## src/rtl/assoc_cache_ctrl.sv

```systemverilog
// Fully-associative write-through cache controller with true-LRU age counters,
// a registered request/response FSM, flush and saturating hit/miss statistics.
module assoc_cache_ctrl #(
  parameter int D_WIDTH = 8,
  parameter int A_WIDTH = 8,
  parameter int ENTRIES = 4,
  parameter int IDX_W   = $clog2(ENTRIES),
  parameter int STAT_W  = 16
) (
  input  logic               clk,
  input  logic               rst_n,
  input  logic               cpu_req,
  input  logic               cpu_we,
  input  logic [A_WIDTH-1:0] cpu_addr,
  input  logic [D_WIDTH-1:0] cpu_wdata,
  output logic               cpu_ready,
  output logic               cpu_done,
  output logic [D_WIDTH-1:0] cpu_rdata,
  output logic               cpu_hit,
  input  logic               flush,
  output logic               mem_req,
  output logic               mem_we,
  output logic [A_WIDTH-1:0] mem_addr,
  output logic [D_WIDTH-1:0] mem_wdata,
  input  logic [D_WIDTH-1:0] mem_rdata,
  input  logic               mem_ack,
  output logic [STAT_W-1:0]  hit_count,
  output logic [STAT_W-1:0]  miss_count,
  output logic [2:0]         dbg_state
);

  typedef enum logic [2:0] {
    S_IDLE   = 3'd0,
    S_LOOKUP = 3'd1,
    S_MEM_RD = 3'd2,
    S_MEM_WR = 3'd3,
    S_DONE   = 3'd4
  } state_t;

  // Handshake: a request is accepted on a rising edge where cpu_ready=1 and
  // cpu_req=1; it completes with a single-cycle cpu_done. Toward memory,
  // mem_req is held until the edge that samples mem_ack=1.
  state_t state, state_nxt;

  logic [A_WIDTH-1:0] tag_q  [ENTRIES];
  logic [D_WIDTH-1:0] data_q [ENTRIES];
  logic [IDX_W-1:0]   age_q  [ENTRIES];
  logic [ENTRIES-1:0] valid_q;

  logic               req_we;
  logic [A_WIDTH-1:0] req_addr;
  logic [D_WIDTH-1:0] req_wdata;

  logic               hit;
  logic [IDX_W-1:0]   hit_idx;
  logic [IDX_W-1:0]   vic_idx;
  logic               do_touch;
  logic [IDX_W-1:0]   touch_idx;
  logic               do_flush;
  logic               do_fill;

  assign cpu_ready = (state == S_IDLE);
  assign dbg_state = state;
  assign do_flush  = (state == S_IDLE) && flush;
  assign do_fill   = (state == S_MEM_RD) && mem_ack;

  // Descending scans so the lowest matching index is the one left standing.
  always_comb begin
    hit     = 1'b0;
    hit_idx = '0;
    vic_idx = '0;
    for (int i = ENTRIES - 1; i >= 0; i--) begin
      if (valid_q[i] && tag_q[i] == req_addr) begin
        hit     = 1'b1;
        hit_idx = IDX_W'(i);
      end
    end
    for (int i = ENTRIES - 1; i >= 0; i--) begin
      if (age_q[i] == '0) vic_idx = IDX_W'(i);
    end
    for (int i = ENTRIES - 1; i >= 0; i--) begin
      if (!valid_q[i]) vic_idx = IDX_W'(i);
    end
  end

  always_comb begin
    do_touch  = 1'b0;
    touch_idx = '0;
    if (state == S_LOOKUP && hit) begin
      do_touch  = 1'b1;
      touch_idx = hit_idx;
    end else if (do_fill) begin
      do_touch  = 1'b1;
      touch_idx = vic_idx;
    end
  end

  always_comb begin
    state_nxt = state;
    case (state)
      S_IDLE:   if (!flush && cpu_req) state_nxt = S_LOOKUP;
      S_LOOKUP: begin
        if (req_we)   state_nxt = S_MEM_WR;
        else if (hit) state_nxt = S_DONE;
        else          state_nxt = S_MEM_RD;
      end
      S_MEM_RD: if (mem_ack) state_nxt = S_DONE;
      S_MEM_WR: if (mem_ack) state_nxt = S_DONE;
      S_DONE:   state_nxt = S_IDLE;
      default:  state_nxt = S_IDLE;
    endcase
  end

  always_ff @(posedge clk or negedge rst_n) begin
    if (!rst_n) state <= S_IDLE;
    else        state <= state_nxt;
  end

  // Tag/data arrays are qualified by valid_q, so they carry no reset.
  always_ff @(posedge clk) begin
    if (state == S_LOOKUP && hit && req_we) data_q[hit_idx] <= req_wdata;
    if (do_fill) begin
      tag_q[vic_idx]  <= req_addr;
      data_q[vic_idx] <= mem_rdata;
    end
  end

  always_ff @(posedge clk or negedge rst_n) begin
    if (!rst_n) begin
      valid_q    <= '0;
      for (int i = 0; i < ENTRIES; i++) age_q[i] <= IDX_W'(i);
      req_we     <= 1'b0;
      req_addr   <= '0;
      req_wdata  <= '0;
      cpu_done   <= 1'b0;
      cpu_hit    <= 1'b0;
      cpu_rdata  <= '0;
      mem_req    <= 1'b0;
      mem_we     <= 1'b0;
      mem_addr   <= '0;
      mem_wdata  <= '0;
      hit_count  <= '0;
      miss_count <= '0;
    end else begin
      cpu_done <= (state_nxt == S_DONE);
      if (do_flush) begin
        valid_q <= '0;
        for (int i = 0; i < ENTRIES; i++) age_q[i] <= IDX_W'(i);
      end else if (do_touch) begin
        for (int i = 0; i < ENTRIES; i++) begin
          if (IDX_W'(i) == touch_idx)        age_q[i] <= IDX_W'(ENTRIES - 1);
          else if (age_q[i] > age_q[touch_idx]) age_q[i] <= age_q[i] - 1'b1;
        end
      end
      if (state == S_IDLE && !flush && cpu_req) begin
        req_we    <= cpu_we;
        req_addr  <= cpu_addr;
        req_wdata <= cpu_wdata;
      end
      if (state == S_LOOKUP) begin
        cpu_hit <= hit;
        if (hit) begin
          if (!req_we) cpu_rdata <= data_q[hit_idx];
          if (hit_count != '1) hit_count <= hit_count + 1'b1;
        end else if (miss_count != '1) begin
          miss_count <= miss_count + 1'b1;
        end
        if (req_we) begin
          mem_req   <= 1'b1;
          mem_we    <= 1'b1;
          mem_addr  <= req_addr;
          mem_wdata <= req_wdata;
        end else if (!hit) begin
          mem_req  <= 1'b1;
          mem_we   <= 1'b0;
          mem_addr <= req_addr;
        end
      end
      if (do_fill) begin
        valid_q[vic_idx] <= 1'b1;
        cpu_rdata        <= mem_rdata;
        cpu_hit          <= 1'b0;
      end
      if ((state == S_MEM_RD || state == S_MEM_WR) && mem_ack) mem_req <= 1'b0;
    end
  end

endmodule
```

## config.mk

```make
export PLATFORM = sky130hd
export DESIGN_NAME = assoc_cache_ctrl
export DESIGN_NICKNAME = d
export VERILOG_FILES = /design/src/rtl/assoc_cache_ctrl.sv
export SDC_FILE = /design/constraint.sdc
export NUM_CORES = 1
export LEC_CHECK = 0
export BUFFER_PORTS_ARGS = -buffer_cell sky130_fd_sc_hd__buf_2
export CAP_MARGIN = 20
export CORE_MARGIN = 4
export CORE_UTILIZATION = 45
export CTS_BUF_LIST = sky130_fd_sc_hd__clkbuf_8 sky130_fd_sc_hd__clkbuf_16
export DETAILED_ROUTE_END_ITERATION = 10
export SLEW_MARGIN = 20
export SYNTH_ARGS = -nofsm -noshare
export SYNTH_HDL_FRONTEND = slang
export SYNTH_SLANG_ARGS = --single-unit
```

## constraint.sdc

```tcl
create_clock -name clk -period 6.6 [get_ports clk]
set_input_delay 1.32 -clock clk [delete_from_list [all_inputs] [get_ports clk]]
set_output_delay 1.32 -clock clk [all_outputs]
set_load 0.02 [all_outputs]
```

======== Yosys cells after proc, flatten, opt, wreduce, memory -nomap -nowiden ========
Memory sizes are Yosys's and may differ from the RTL's.
Index checks and enable logic that the tools add are counted.
word-level totals
  output and inout bits ................... 64
  logic and storage cells ................. 155
  register bits ........................... 92
  memories ................................ 2
  bits in writable memories ............... 64
  bits of input ports ..................... 30
memory list
  name    depth  bits a word  rd ports  clocked after Yosys merged registers in  write ports  line  text
  data_q  4      8            1         0                                        1            46    logic [D_WIDTH-1:0] data_q [ENTRIES];
  tag_q   4      8            4         0                                        1            45    logic [A_WIDTH-1:0] tag_q [ENTRIES];
operators by class
  bitwise operators ....................... 3
  order comparisons ....................... 7
  eq/ne operators ......................... 16
  reductions and logical operators ........ 41
  add/sub/neg operators ................... 6
  multiplexer cells ....................... 62
operators with widths
  operator                 count
  $mux W8                  9
  $mux W2                  25
  $add A16 B1 Y16 const B  2
  $eq A8 B8 Y1             4
  $ne A16 B16 Y1 const B   2
  $mux W1                  19
  $reduce_and A2 Y1        7
  $logic_and A1 B1 Y1      13
  $mux W3                  4
  $reduce_bool A3 Y1       4
  $logic_not A2 Y1         5
  $pmux W3 S3              1
  $reduce_and A3 Y1        3
  $gt A2 B2 Y1             4
  $mux W4                  2
  $reduce_bool A2 Y1       4
  $reduce_or A8 Y1         1
  $sub A2 B1 Y2 const B    4
  $eq A3 B2 Y1 const B     2
  $bmux W2 S2              1
  $eq A2 B2 Y1 const A     2
  $or A4 B4 Y4             1
  $eq A3 B1 Y1 const B     1
  $eq A3 B3 Y1 const B     1
  14 further kinds         14

======== Longest topological paths before layout ========
  word-level depth ........................ 20
  gate-level depth with buffers ........... 18
  depth with buffers taken out ............ 17

======== Worst setup path after synthesis ========
Ideal clock, no wire load.
  path type ............................... input port to flip-flop
  start ................................... in mem_ack
  end ..................................... reg age_q[0] (netlist bit)
  stages .................................. 14
  setup slack ............................. 2.683 ns
  required time ........................... 6.538 ns
  setup time .............................. 0.062 ns
  arrival time ............................ 3.855 ns
  buffers on the path ..................... 2
  path through ............................ and4bb_2 -> buf_4 -> nand2_1 -> nor2_1 -> o22a_1 -> buf_2 -> nor2_1 -> a211oi_1 -> a21oi_1 -> ha_1 -> nor2_1 -> a21boi_0 -> mux2i_1 -> o221a_1
between the ends
  longest elaborated chain between the ends .. 10
  elaborated cells on any way between the ends .. 17
  classes of those cells .................. 1 x order compare; 1 x eq/ne; 10 x mux; 1 x bitwise; 4 x reduce/logical
RTL lines
  element                                     line  text
  start, declared                             26    input logic mem_ack,
  $logic_and A1 B1 Y1 (*)                     65    assign do_fill = (state == S_MEM_RD) && mem_ack;
  $mux W2                                     92    end else if (do_fill) begin
  $mux W2                                     89    if (state == S_LOOKUP && hit) begin
  $not A2 Y3 (implied by the code)            152   else if (age_q[i] > age_q[touch_idx]) age_q[i] <= age_q[i] - 1'b1;
  $bmux W2 S2                                 152
  $mux W2 (implied by the code) (2 in a row)  152
  $gt A2 B2 Y1                                152
  $reduce_bool A3 Y1 (no source line)         --
  $reduce_and A2 Y1 (no source line)          --
  end signal, assigned by index               151   if (IDX_W'(i) == touch_idx) age_q[i] <= IDX_W'(ENTRIES - 1);
  end, declared                               47    logic [IDX_W-1:0] age_q [ENTRIES];
Every way passes the cells marked *; elsewhere a longest branch is shown, timed or not. The select of a mux whose other input is x is not followed.
A chain may end at the register's enable or synchronous reset.

======== Worst setup path after layout ========
Ends and elaborated chain as after synthesis.

==> results.rst <==
.. list-table::
   :header-rows: 1

   * - Metric
     - Value
   * - Unrepaired setup endpoints after global routing
     - no
   * - DR vias
     - 4900
   * - Setup slack after layout
     - 2.19 ns
   * - Peak supply drop
     - 0.288 mV
   * - Async SR Flop Fraction
     - 59.0%
   * - Final hold violation count
     - 0
   * - Worst EP required
     - 6.97 ns
   * - Clock latency reported for the late side of the worst-skew pair
     - 0.43 ns
   * - Post-detailed-route wirelength per cell
     - 17.6 µm
   * - Max Clk Rate
     - 227 MHz
   * - Synthesized area
     - 7280 µm²
   * - Cell with the most instances after synthesis
     - dfrtp_1
   * - Die Outline Area
     - 18300 µm²
   * - Hold buffer count at CTS
     - 0
   * - Area inside the core boundary
     - 15900 µm²
   * - Pwr Density
     - 429 nW/µm²
   * - Endpoints failing setup
     - 0
   * - Detailed Routing Iterations Pass 1
     - 5
   * - Worst EP arrival
     - 4.78 ns
   * - Initial core utilization
     - 45.8%
   * - Post-CTS repair timing setup buffer count
     - 0
   * - Worst-margin pin slew
     - 0.975 ns
   * - Number of flip-flops and latches in the synthesized netlist
     - 156
   * - Sequential cell area fraction in the yosys report
     - 58.1%
   * - Number of global-route vias before repair
     - 4973
   * - Max transition margin
     - 35.0%
   * - Minimum clock period after layout
     - 4.41 ns
   * - Number of top-level pins
     - 94
   * - Maximum level of the CTS H-tree
     - 4
   * - Dpl cell area
     - 7890 µm²
   * - Pin count of the biggest net entering global routing
     - 55
   * - Max FO, Critical Path
     - 18
   * - Antenna violations before repair
     - 0
   * - Biggest area contributors in the synthesized netlist
     - dfrtp_1 30%, edfxtp_1 26%, xnor2_1 6.4%, mux2_2 5.6%, nand2_1 3.5%
   * - Synthesized instance count
     - 594
   * - Number of buffer cells added on primary ports
     - 93
   * - Commonest cells post-synth
     - 88 x dfrtp_1, 68 x nand2_1, 64 x edfxtp_1, 53 x xnor2_1, 36 x mux2_2
   * - Max clock buf depth
     - 2
   * - Count of different cell masters after synthesis
     - 65
   * - Largest clock skew in the final design
     - 0.0109 ns
   * - Gpl congestion
     - 0.831
   * - GRT met2 Usage
     - 27.8%
   * - Met1 Resource Use GR
     - 26.0%
   * - DR iter-0 viols
     - 300
   * - Max-Cap Viols
     - 0
   * - Finished layout cell area
     - 8500 µm²
   * - Met3 layer usage reported by global route
     - 6.61%
   * - Number of nets with antenna violations after detailed routing
     - 0
   * - Resized cells post-CTS
     - 0
   * - Clock-pin slew reported for the worst setup and hold paths after clock tree synthesis
     - 0.06 ns
   * - Total clock sinks
     - 156
   * - Number of remaining DRC errors
     - 0
   * - Area added between synthesis and finish
     - 16.9%
   * - Total leakage power
     - 3.57 nW
   * - Avg Synthesized Cell Area
     - 12.2 µm²
   * - Die boundary width
     - 135 µm
   * - Run status
     - complete, no violations
   * - Share of the synthesized area in the top cell type
     - 30.3%
   * - Post-layout nets
     - 727
   * - Predominant post-synthesis flop cell
     - dfrtp_1
   * - Cell type with the largest total area after synthesis
     - dfrtp_1
   * - Kind of end point of the critical path
     - flop
   * - Final setup TNS
     - 0 ns
   * - Vias/cell
     - 5.35
   * - Startpoint types
     - primary input
   * - Kind of critical path
     - primary input to flop
   * - HPWL Detailed
     - 11.1 mm
   * - Clock tree root buffer cell
     - clkbuf_16
   * - Global-route wire length before repair
     - 26.4 mm
   * - Cell row count
     - 46
   * - Total of warnings raised by yosys
     - 0
   * - TritonCTS buffer count
     - 17
   * - Share of cells above drive strength 1
     - 26.9%
   * - Number of enable flip-flop cells after synthesis
     - 64
   * - Tcrit/Tclk final
     - 66.8%
   * - N_diodes
     - 0
   * - Worst hold-check path type
     - flop to flop
   * - TritonCTS clock tree
     - done
   * - Gr ovfl total
     - 0
   * - Post-synthesis net count
     - 634
   * - GR Util All Layers
     - 18.6%
   * - Max-slew violation count
     - 0
   * - Overall routed net length
     - 16.1 mm
   * - Post-Place Setup Slack
     - 1.78 ns
   * - Die height
     - 135 µm
   * - Busiest layer in global routing
     - met2
[final timing paths]
path / start / end / slack (ns) / cells past startpoint
max: mem_ack / age_q[0] / 2.19 / 12
min: hit_count[10] / hit_count[10] / 0.49 / 1
max reg2reg: age_q[1] / age_q[0] / 2.30 / 13
min reg2reg: hit_count[10] / hit_count[10] / 0.49 / 1
max in group asynchronous: rst_n / cpu_rdata[0] / 4.63 / 2
min in group asynchronous: rst_n / mem_addr[6] / 0.87 / 1
[through the flow]
stage / std cells / hold WS [ns] / util, % / power (mW)
finish: 916 / 0.493 / 53.5 / 3.65
global route: 916 / 0.518 / 53.5 / 3.87
CTS: 916 / 0.496 / 53.5 / 3.68
detailed placement: 884 / 0.484 / 49.7 / 2.66
global placement: 884 / 0.482 / 49.7 / 2.61
floorplan: 594 / 0.477 / - / 2.34
[registers in the layout (all words and copies together) (netlist names), 8 cells and up]
register,count
tag_q,32
cpu_rdata,8
req_wdata,8
mem_wdata,8
miss_count,16
age_q,8
req_addr,8
mem_addr,8
data_q,32
hit_count,16
[layer usage]
metal,wire length (µm),vias up
met1,7530,2439
met4,212,0
met3,928,20
li1,-,2326
met5,0,-
met2,7450,115
[area by class of cell]
cell class              count  area, µm²
multi-input cells         403       2850
inverters                  11       41.3
fillers                  1429       7380
clock buffers              18        439
repair buffers             98        505
well taps                 216        270
flip-flops and latches    156       4230
clock inverters            14        170
[critical path: stages]
cell and delay [ns]:
buf_2 0.11, and4bb_2 0.50, nand2_1 0.21, nor2_1 0.29, o22a_1 0.50, a211oi_1 0.14, a21oi_1 0.39, ha_1 0.31
nor2_1 0.22, a21boi_0 0.37, mux2i_1 0.24, o221a_1 0.19
[logic make-up (layout without fill, tap and decap cells)]
family          count (synthesis)  count (layout)  share of synthesized area (%)
simple gates                  187             187                           13.1
compound gates                 93              93                           8.94
fa+ha+maj                      10              10                           1.72
flops                         156             156                           58.1
xor+xnor                       60              60                           7.33
buf+inv                        35             141                           2.84
mux                            53              53                           7.91
[cell usage in the layout, fill, tap and decap left out, types with 13 or more instances in the layout]
| cell | netlist | routed |
|---|---|---|
| nand3_1 | 20 | 20 |
| inv_1 | 11 | 13 |
| a21oi_1 | 22 | 22 |
| nor2_1 | 28 | 28 |
| mux2_2 | 36 | 36 |
| mux2i_1 | 17 | 17 |
| o21ai_0 | 15 | 15 |
| xnor2_1 | 53 | 53 |
| clkbuf_16 | 0 | 17 |
| nand2_1 | 68 | 68 |
| dfrtp_1 | 88 | 88 |
| edfxtp_1 | 64 | 64 |
| buf_2 | 3 | 92 |
[power breakdown]
part / switching [mW] / internal, mW
sequential: 0.213 / 1.30
combinational: 0.651 / 0.474
clock: 0.404 / 0.606
total: 1.27 / 2.38
Note: power is estimated with default switching activity, not from simulation.
